==> config.mk <==
export PLATFORM = sky130hd
export DESIGN_NAME = lscan_line_seq
export DESIGN_NICKNAME = d
export VERILOG_FILES = /design/src/rtl/lscan_pkg.sv /design/src/rtl/lscan_edge_det.sv /design/src/rtl/lscan_line_seq.sv
export SDC_FILE = /design/constraint.sdc
export NUM_CORES = 1
export LEC_CHECK = 0
export BUFFER_PORTS_ARGS = -buffer_cell sky130_fd_sc_hd__clkbuf_2
export CORE_UTILIZATION = 45
export DETAILED_ROUTE_END_ITERATION = 8
export GPL_TIMING_DRIVEN = 0
export HOLD_SLACK_MARGIN = 0.15
export PLACE_DENSITY_LB_ADDON = 0.08
export SKIP_LAST_GASP = 1
export SYNTH_ARGS = -nofsm -noshare
export SYNTH_HDL_FRONTEND = slang
export SYNTH_SLANG_ARGS = --single-unit
==> constraint.sdc <==
create_clock -name clk -period 3.8 [get_ports clk]
set_clock_uncertainty 0.15 [all_clocks]
set_input_delay 0.38 -clock clk [delete_from_list [all_inputs] [get_ports clk]]
set_output_delay 0.38 -clock clk [all_outputs]
set_load 0.01 [all_outputs]
==> src/rtl/lscan_pkg.sv <==
// Shared types and field positions for the line-scan sequencer: state codes,
// control/status word layout and the default minimum line period.
package lscan_pkg;

  typedef enum logic [2:0] {
    ST_IDLE = 3'd0,
    ST_ARM  = 3'd1,
    ST_TRIG = 3'd2,
    ST_WAIT = 3'd3,
    ST_DONE = 3'd4
  } state_t;

  localparam int CTRL_RUN_EN     = 0;
  localparam int CTRL_START      = 1;
  localparam int CTRL_ABORT      = 2;
  localparam int CTRL_FLAG_CLR   = 3;
  localparam int CTRL_PERIOD_LSB = 4;
  localparam int CTRL_PERIOD_MSB = 15;
  localparam int CTRL_LINES_LSB  = 16;
  localparam int CTRL_LINES_MSB  = 31;

  localparam int STAT_BUSY      = 0;
  localparam int STAT_DONE      = 1;
  localparam int STAT_OVERRUN   = 2;
  localparam int STAT_ABORTED   = 3;
  localparam int STAT_STATE_LSB = 4;
  localparam int STAT_STATE_MSB = 6;
  localparam int STAT_OVR_LSB   = 8;
  localparam int STAT_OVR_MSB   = 15;
  localparam int STAT_LINES_LSB = 16;
  localparam int STAT_LINES_MSB = 31;

  localparam int MIN_PERIOD_DEF = 4;

endpackage

==> src/rtl/lscan_edge_det.sv <==
// Registers a bus and flags bits that are high now but were low last cycle.
module lscan_edge_det #(
  parameter int W = 1
) (
  input  logic         clk,
  input  logic         reset_n,
  input  logic [W-1:0] d,
  output logic [W-1:0] rise
);

  logic [W-1:0] d_q;

  always_ff @(posedge clk or negedge reset_n) begin
    if (!reset_n) d_q <= '0;
    else          d_q <= d;
  end

  assign rise = d & ~d_q;

endmodule

==> src/rtl/lscan_line_seq.sv <==
// Line-scan acquisition sequencer driven by a PIO control word.
// Define LSCAN_SEQ_OVR_CNT_EN to build the 8-bit saturating overrun counter.
module lscan_line_seq
  import lscan_pkg::*;
#(
  parameter int MIN_PERIOD = MIN_PERIOD_DEF
) (
  input  logic        clk,
  input  logic        reset_n,
  input  logic [31:0] ctrl_word,
  input  logic        line_done,
  output logic        line_trig,
  output logic [15:0] line_idx,
  output logic        busy,
  output logic [31:0] status_word
);

  state_t      state, state_nxt;
  logic [1:0]  edge_rise;
  logic        start_p, clr_p;
  logic        run_en, abort_bit, abort_cond, abort_seen;
  logic [11:0] period, pe, pe_q, cnt;
  logic [15:0] n_q, lines_done;
  logic        ok_flag, line_ok, line_miss;
  logic        done_f, overrun_f, aborted_f;
  logic [7:0]  ovr_cnt;

  lscan_edge_det #(.W(2)) u_edge (
    .clk     (clk),
    .reset_n (reset_n),
    .d       ({ctrl_word[CTRL_FLAG_CLR], ctrl_word[CTRL_START]}),
    .rise    (edge_rise)
  );

  assign start_p    = edge_rise[0];
  assign clr_p      = edge_rise[1];
  assign run_en     = ctrl_word[CTRL_RUN_EN];
  assign abort_bit  = ctrl_word[CTRL_ABORT];
  assign abort_cond = abort_bit | ~run_en;
  assign abort_seen = abort_cond &
                      ((state == ST_ARM) || (state == ST_TRIG) || (state == ST_WAIT));
  assign period     = ctrl_word[CTRL_PERIOD_MSB:CTRL_PERIOD_LSB];
  assign pe         = (period < 12'(MIN_PERIOD)) ? 12'(MIN_PERIOD) : period;

  always_ff @(posedge clk or negedge reset_n) begin
    if (!reset_n) state <= ST_IDLE;
    else          state <= state_nxt;
  end

  // An ack in the final WAIT cycle still counts for this line.
  always_comb begin
    state_nxt = state;
    line_ok   = 1'b0;
    line_miss = 1'b0;
    unique case (state)
      ST_IDLE: if (start_p && run_en && !abort_bit) state_nxt = ST_ARM;
      ST_ARM:  state_nxt = abort_cond ? ST_IDLE : ST_TRIG;
      ST_TRIG: state_nxt = abort_cond ? ST_IDLE : ST_WAIT;
      ST_WAIT: begin
        if (abort_cond) begin
          state_nxt = ST_IDLE;
        end else if (cnt == 12'd0) begin
          if (ok_flag || line_done) begin
            line_ok = 1'b1;
            if ((n_q != 16'd0) && ((lines_done + 16'd1) == n_q)) state_nxt = ST_DONE;
            else                                                 state_nxt = ST_TRIG;
          end else begin
            line_miss = 1'b1;
          end
        end
      end
      ST_DONE: state_nxt = ST_IDLE;
      default: state_nxt = ST_IDLE;
    endcase
  end

  always_comb begin
    busy      = (state != ST_IDLE);
    line_trig = (state == ST_TRIG) && !abort_cond;
  end

  always_ff @(posedge clk or negedge reset_n) begin
    if (!reset_n) begin
      pe_q       <= '0;
      n_q        <= '0;
      cnt        <= '0;
      lines_done <= '0;
      line_idx   <= '0;
      ok_flag    <= 1'b0;
    end else begin
      unique case (state)
        ST_ARM: begin
          pe_q       <= pe;
          n_q        <= ctrl_word[CTRL_LINES_MSB:CTRL_LINES_LSB];
          lines_done <= '0;
          line_idx   <= '0;
          ok_flag    <= 1'b0;
        end
        ST_TRIG: begin
          cnt     <= pe_q - 12'd2;
          ok_flag <= 1'b0;
        end
        ST_WAIT: begin
          if (line_done) ok_flag <= 1'b1;
          if (cnt != 12'd0) cnt <= cnt - 12'd1;
          else if (line_miss) cnt <= pe_q - 12'd1;
          if (line_ok) begin
            lines_done <= lines_done + 16'd1;
            if (state_nxt == ST_TRIG) line_idx <= line_idx + 16'd1;
          end
        end
        default: ;
      endcase
    end
  end

  // Sticky flags: a set in the same cycle as a clear wins.
  always_ff @(posedge clk or negedge reset_n) begin
    if (!reset_n) begin
      done_f    <= 1'b0;
      overrun_f <= 1'b0;
      aborted_f <= 1'b0;
    end else begin
      done_f    <= (done_f    & ~clr_p) | (state == ST_DONE);
      overrun_f <= (overrun_f & ~clr_p) | line_miss;
      aborted_f <= (aborted_f & ~clr_p) | abort_seen;
    end
  end

`ifdef LSCAN_SEQ_OVR_CNT_EN
  always_ff @(posedge clk or negedge reset_n) begin
    if (!reset_n)                             ovr_cnt <= '0;
    else if (state == ST_ARM)                 ovr_cnt <= '0;
    else if (line_miss && ovr_cnt != 8'hFF)   ovr_cnt <= ovr_cnt + 8'd1;
  end
`else
  assign ovr_cnt = '0;
`endif

  always_ff @(posedge clk or negedge reset_n) begin
    if (!reset_n) status_word <= '0;
    else status_word <= {lines_done, ovr_cnt, 1'b0, 3'(state),
                         aborted_f, overrun_f, done_f, busy};
  end

endmodule

Yosys cells after proc, flatten, opt, wreduce, memory -nomap -nowiden
Cells that the tools add are included.

Add/sub/neg operators: 5. Magnitude comparators: 1. Equal/unequal tests: 10. Muxes and demuxes: 27. Bitwise logic cells: 12. Reductions and logical operators: 22.

Operator list (number): 16-bit case mux with 2 select lines (2); 16-bit two-way mux (3); 12-bit two-way mux (3); 16-bit by 1-bit adder with 16-bit output (second input constant) (2); 12-bit case mux with 2 select lines (1); 12-bit by 1-bit subtractor with 12-bit output (second input constant) (2); 16-bit equality test (1); 16-bit nonzero test (1); 3-bit two-way mux (5); 12-bit zero test (1); 12-bit by 3-bit < comparator with 1-bit output (second input constant) (1); 3-bit case mux with 4 select lines (1); 12-bit nonzero test (1); 12-bit by 2-bit subtractor with 12-bit output (second input constant) (1); 3-bit by 2-bit equality test with 1-bit output (second input constant) (3); 1-bit two-way mux (9); 2-bit AND reduction (3); 2-bit nonzero test (3); 1-bit bitwise AND (4); 1-bit logical AND (4); 2-bit two-way mux (2); 2-bit != test (second input constant) (2); 1-bit OR (4); 3-bit by 1-bit equality test with 1-bit output (second input constant) (1); 13 further kinds (17).

Register bits: 104. Input bits: 35. Output and inout bits: 50. Word-level logic and storage cells: 89.

Longest topological paths before layout
Depth after elaboration: 12. Depth in mapped cells: 11.

By module
Synthesis repeated with hierarchy kept, for this count alone.

Cell total of the unflattened synthesis: 629. Area total of the unflattened synthesis: 5624.1 um^2.

Modules (own cells, without submodules): lscan_line_seq (instances 1, cells each 625, area an instance 5546.6 um^2, sequential area each 2552.4 um^2); lscan_edge_det (instances 1, cells each 4, area an instance 77.6 um^2, sequential area each 50.0 um^2).

Worst setup path before layout
Ideal clock, no wire load.

Kind: reg-to-reg. From: register cnt[7]. To: register cnt[10]. Arrival time: 2694 ps. Required time: 3524 ps. Path slack: 830 ps. Cell stages (with the launch flop): 10. Path buffers: 1. Period minus slack after synthesis: 2970 ps. Path through: dfrtp_1 -> or4_4 -> nor4b_2 -> clkbuf_1 -> a21oi_1 -> ha_1 -> o211ai_2 -> nor2_1 -> xnor2_1 -> a221o_1.

Longest elaborated chain between the ends: 6.

Ends and longest elaborated chain: from (decl) (RTL line lscan_line_seq.sv:22) `logic [11:0] period, pe, pe_q, cnt;`; from (signal assigned) (RTL line lscan_line_seq.sv:100) `cnt <= pe_q - 12'd2;`; from (signal assigned) (RTL line lscan_line_seq.sv:105) `if (cnt != 12'd0) cnt <= cnt - 12'd1;`; from (signal assigned) (RTL line lscan_line_seq.sv:106) `else if (line_miss) cnt <= pe_q - 12'd1;`; branches (longest 6 deep; another with 12-bit by 1-bit subtractor with 12-bit output).

Parallel ways; which one is timed is not known. A chain may end at the register's enable or synchronous reset.

Worst setup path after layout
From: register cnt[7]. To: register cnt[6].

Longest elaborated chain between the ends: 6.

Ends and longest elaborated chain: 12-bit zero test (RTL line lscan_line_seq.sv:62) `end else if (cnt == 12'd0) begin`; 1-bit two-way mux (RTL line lscan_line_seq.sv:62); 1-bit two-way mux (RTL line lscan_line_seq.sv:60) `if (abort_cond) begin`; 1-bit two-way mux (RTL line lscan_line_seq.sv:55) `unique case (state)`; 3-bit by 2-bit != test with 1-bit output (no line); 2-bit AND reduction (no line).

Several ways; a longest one is shown, not always the timed one.

==> impl.org <==
** Yosys
- Library cells used by synthesis :: 66
- Synthesis inferred 104 register bits.
- A synthesized cell averages 9.154 um^2.
- The cell count after synthesis came out at 616.
- Count of synthesis-stage warnings from yosys :: 0
- Among all flip-flop cells after synthesis, the most frequent one is dfrtp_1.
- In this run, synthesis inferred 0 flip-flops with an integrated enable.
- Netlist area before placement :: 5639 um^2
- Proportion of synthesized flip-flops having asynchronous set or reset :: 100.0%
- Of the synthesized area, sequential elements account for 46.15%.

** Routing
- In the final routed layout, each cell accounts on average for 15.62 um.
- Total vias in the final route :: 4958
- Number of nets still failing antenna checks after routing :: 0
- First-pass detailed-route iteration total :: 4
- Post-detailed-route via-to-cell ratio :: 5.425
- Total DRC errors in the routed layout :: 0
- After detailed routing, the total wire length is 14270 um.
- 1st-iter DRT viols :: 292

** STA
- Slew margin rel. :: 45.69%
- Fin. max-slew vios :: 0
- Hold timing on the final database bottoms out at a slack of 194.0 ps.
- For the final routed database, the setup TNS stands at 0 ps.
- For the finished layout, the period the worst path requires is 3633 ps.
- Setup repair after global routing left no endpoint under its margin.
- Dividing the final minimum period by the clock period gives 95.61%.
- Highest clock frequency the design can meet :: 275.2 MHz
- At the pin with the least slew margin, the transition time is 804.1 ps.
- Hold Vio Cnt, Final :: 0
- Setup violations remaining at the end of the flow were counted as 0.

** Worst hold path
- Path type of the worst min-delay path :: input pin to register
- Hold path cells :: 3

** Setup path
- Ordered list of cells on the worst path :: or4_4, nor4b_2, clkbuf_1, a21oi_1, ha_1, o211ai_2, nor2_1, xor2_1, a21oi_1, o22a_1
- Grouping stages by cell kind, the critical path spends the most delay in simple AND/OR/NAND/NOR gates.
- The worst setup path is captured at a register.
- On the critical path, the stage with the largest delay is an instance of nor4b_2.
- The worst setup path is launched from a register.
- Launching element of the worst setup path :: cnt[7]
- Worst Setup Path Type :: register to register
- Path length in cells of the critical path :: 10
- Most frequent cell on the critical path :: a21oi_1
- At the worst endpoint, the arrival time is 3720 ps.
- The startpoint identified for the worst register-to-register timing path is cnt[7].
- Counting both buffers and inverters, the worst setup path holds a total of 1.
- In this design, the stage delay of the slowest critical-path cell is 640 ps.
- The number of cells on the worst reg-to-reg path is 10.
- Worst r2r dst :: cnt[6]
- End point of the critical path :: cnt[6]
- Setup slack on the worst flop-to-flop path :: 170 ps
- Largest fanout on the critical path :: 10
- Required time at the endpoint of the critical path :: 3890 ps

** GRT
- For this run the aggregate overflow at the end of global routing stands at 0.
- The first global-routing pass estimated 23450 um of wire.
- The number of global-route vias before repair came to 4658.
- Number of antenna violations at the first check in global routing :: 0
- Largest net degree at the start of global routing :: 105
- Global routing used 23.23% of the available tracks.

** Die
- Die area :: 12980 um^2
- Placement row count :: 40
- Effective utilization at floorplan :: 46.56%
- In this run the count of I/O pins placed on the die edge is 85.
- Measured along the x axis, the die boundary spans 113.9 um.
- Std-Cell Core Area :: 12110 um^2
- Vert. Die Dim :: 113.9 um

** Final layout
- In the final layout, the share of cells above drive strength 1 is 18.50%.
- Leaving out fill and tap cells, the most frequent cell in the layout is nand2_1.
- Once layout is done, the placed cells without fillers occupy 6883 um^2.
- In the layout the commonest cells are 129 x nand2_1, 104 x dfrtp_1, 74 x clkbuf_2, 32 x a21oi_1, 31 x dlygate4sd3_1.
- The final layout contains 780 nets.
- The repair_antennas step left the layout with diodes totalling 0.
- Relative to the synthesized area, the layout overhead comes to 22.05%.

** CTS
- TritonCTS built the clock tree.
- # clock sinks :: 104
- Maximum clock path buffer count :: 2
- The H-tree was split into 3 levels.
- Number of setup buffers added after CTS :: 0
- In this run, CTS created clock tree buffers numbering 9.
- Clk slew on worst S/H paths :: 70 ps
- Skew-Pair Late Insertion Delay :: 350 ps
- The root buffer cell chosen for the clock tree is clkbuf_16.

** Power
- Summed over all cells, the static leakage comes to 3.106 nW.
- The completed layout was analyzed and its total power is 3.033 mW.
- Cell Pwr Density :: 440.6 nW/um^2
- Worst-case vdd ir drop :: 217.6 uV

** Place
- Number of port buffers :: 75
- The wire-length estimate of the detail-placed layout is 10070 um.
- At the end of routability-driven placement, the weighted congestion stood at 0.8897.
- Post-DP Area :: 6264 um^2

** Flow run
- Across the run, the number of max-cap violations was 0.

** Run status
- The run finished with clean final reports.
[worst min-delay path, delay by kind of cell]
family | cells | cell delay (ps)
buf+inv | 1 | 80
compound gates | 1 | 140
simple gates | 1 | 50
[cells in the mapped netlist (all sizes together) (11+ instances only)]
master / n / area share, %
o21ai: 34 / 3.0
buf: 22 / 2.6
nand2b: 17 / 2.0
xnor2: 24 / 3.7
nor2: 32 / 2.3
nor4: 18 / 3.1
mux2i: 18 / 3.2
xor2: 15 / 2.3
inv: 14 / 0.93
nand2: 130 / 8.7
o31ai: 11 / 1.6
nand3: 19 / 1.7
dfrtp: 104 / 46
clkbuf: 21 / 1.4
nor3: 22 / 2.4
a21oi: 32 / 2.8
[report_power, final]
group | leakage [nW] | total [mW] | switching (mW) | internal, mW
clock network | 0.153 | 0.954 | 0.406 | 0.548
registers | 1.35 | 1.45 | 0.192 | 1.26
logic | 1.60 | 0.631 | 0.332 | 0.299
[routing by layer]
layer	vias up	track usage, %	part of all wire [%]
met4	0	11.86	3.4
met1	2375	30.82	45
met5	-	0	0
met3	34	4.091	4.9
met2	159	36.57	46
li1	2390	-	-
[worst min-delay path by stage]
stage / start / endpoint
finish: ctrl_word[2] / aborted_f
global route: ctrl_word[2] / aborted_f
CTS: ctrl_word[2] / aborted_f
detailed placement: lines_done[8] / status_word[24]
global placement: lines_done[5] / status_word[21]
floorplan: reset_n / aborted_f
[layout make-up]
class / instances / area, um^2
buffer: 43 / 222.7
clock buffer: 12 / 256.5
clock inverter: 4 / 52.55
fill: 1151 / 5229
inverter: 14 / 52.55
multi-input combinational: 463 / 2791
sequential: 104 / 2603
tap: 168 / 210.2
timing repair buffer: 106 / 694.4
[registers in the layout, indices dropped and copies added, names as in the netlist, 2 cells and up]
register / cells
n_q: 16
cnt: 12
line_idx: 16
u_edge.d_q: 2
status_word: 23
pe_q: 12
lines_done: 16
state: 3
[cells by family (layout without fill, tap and decap cells)]
family	after synthesis	in the layout	share of synthesized area (%)
AO/OA/AOI/OAI	111	111	12.67
XOR/XNOR	39	39	6.057
adder cells (fa/ha/maj)	4	4	0.8875
buffers and inverters	57	179	4.881
flip-flops	104	104	46.15
multiplexers	18	18	3.195
other	1	9	0.06650
AND/OR/NAND/NOR	282	282	26.09
[timing repair]
| action | CTS | global route |
|---|---|---|
| hold buffers | 31 | 0 |
| endpoints found under the hold margin | 134 | 0 |
| gates resized for setup | 0 | 0 |
[stage by stage]
step | util [%] | worst slack (ps) | std cells
final | 56.83 | 166.7 | 914
after global routing | 56.83 | 18.09 | 914
after CTS | 56.83 | 248.0 | 914
after detailed placement | 51.71 | 267.2 | 867
after global placement | 51.64 | 311.5 | 867
after floorplan | - | 830.3 | 624
Note: power is estimated with default switching activity, not from simulation.
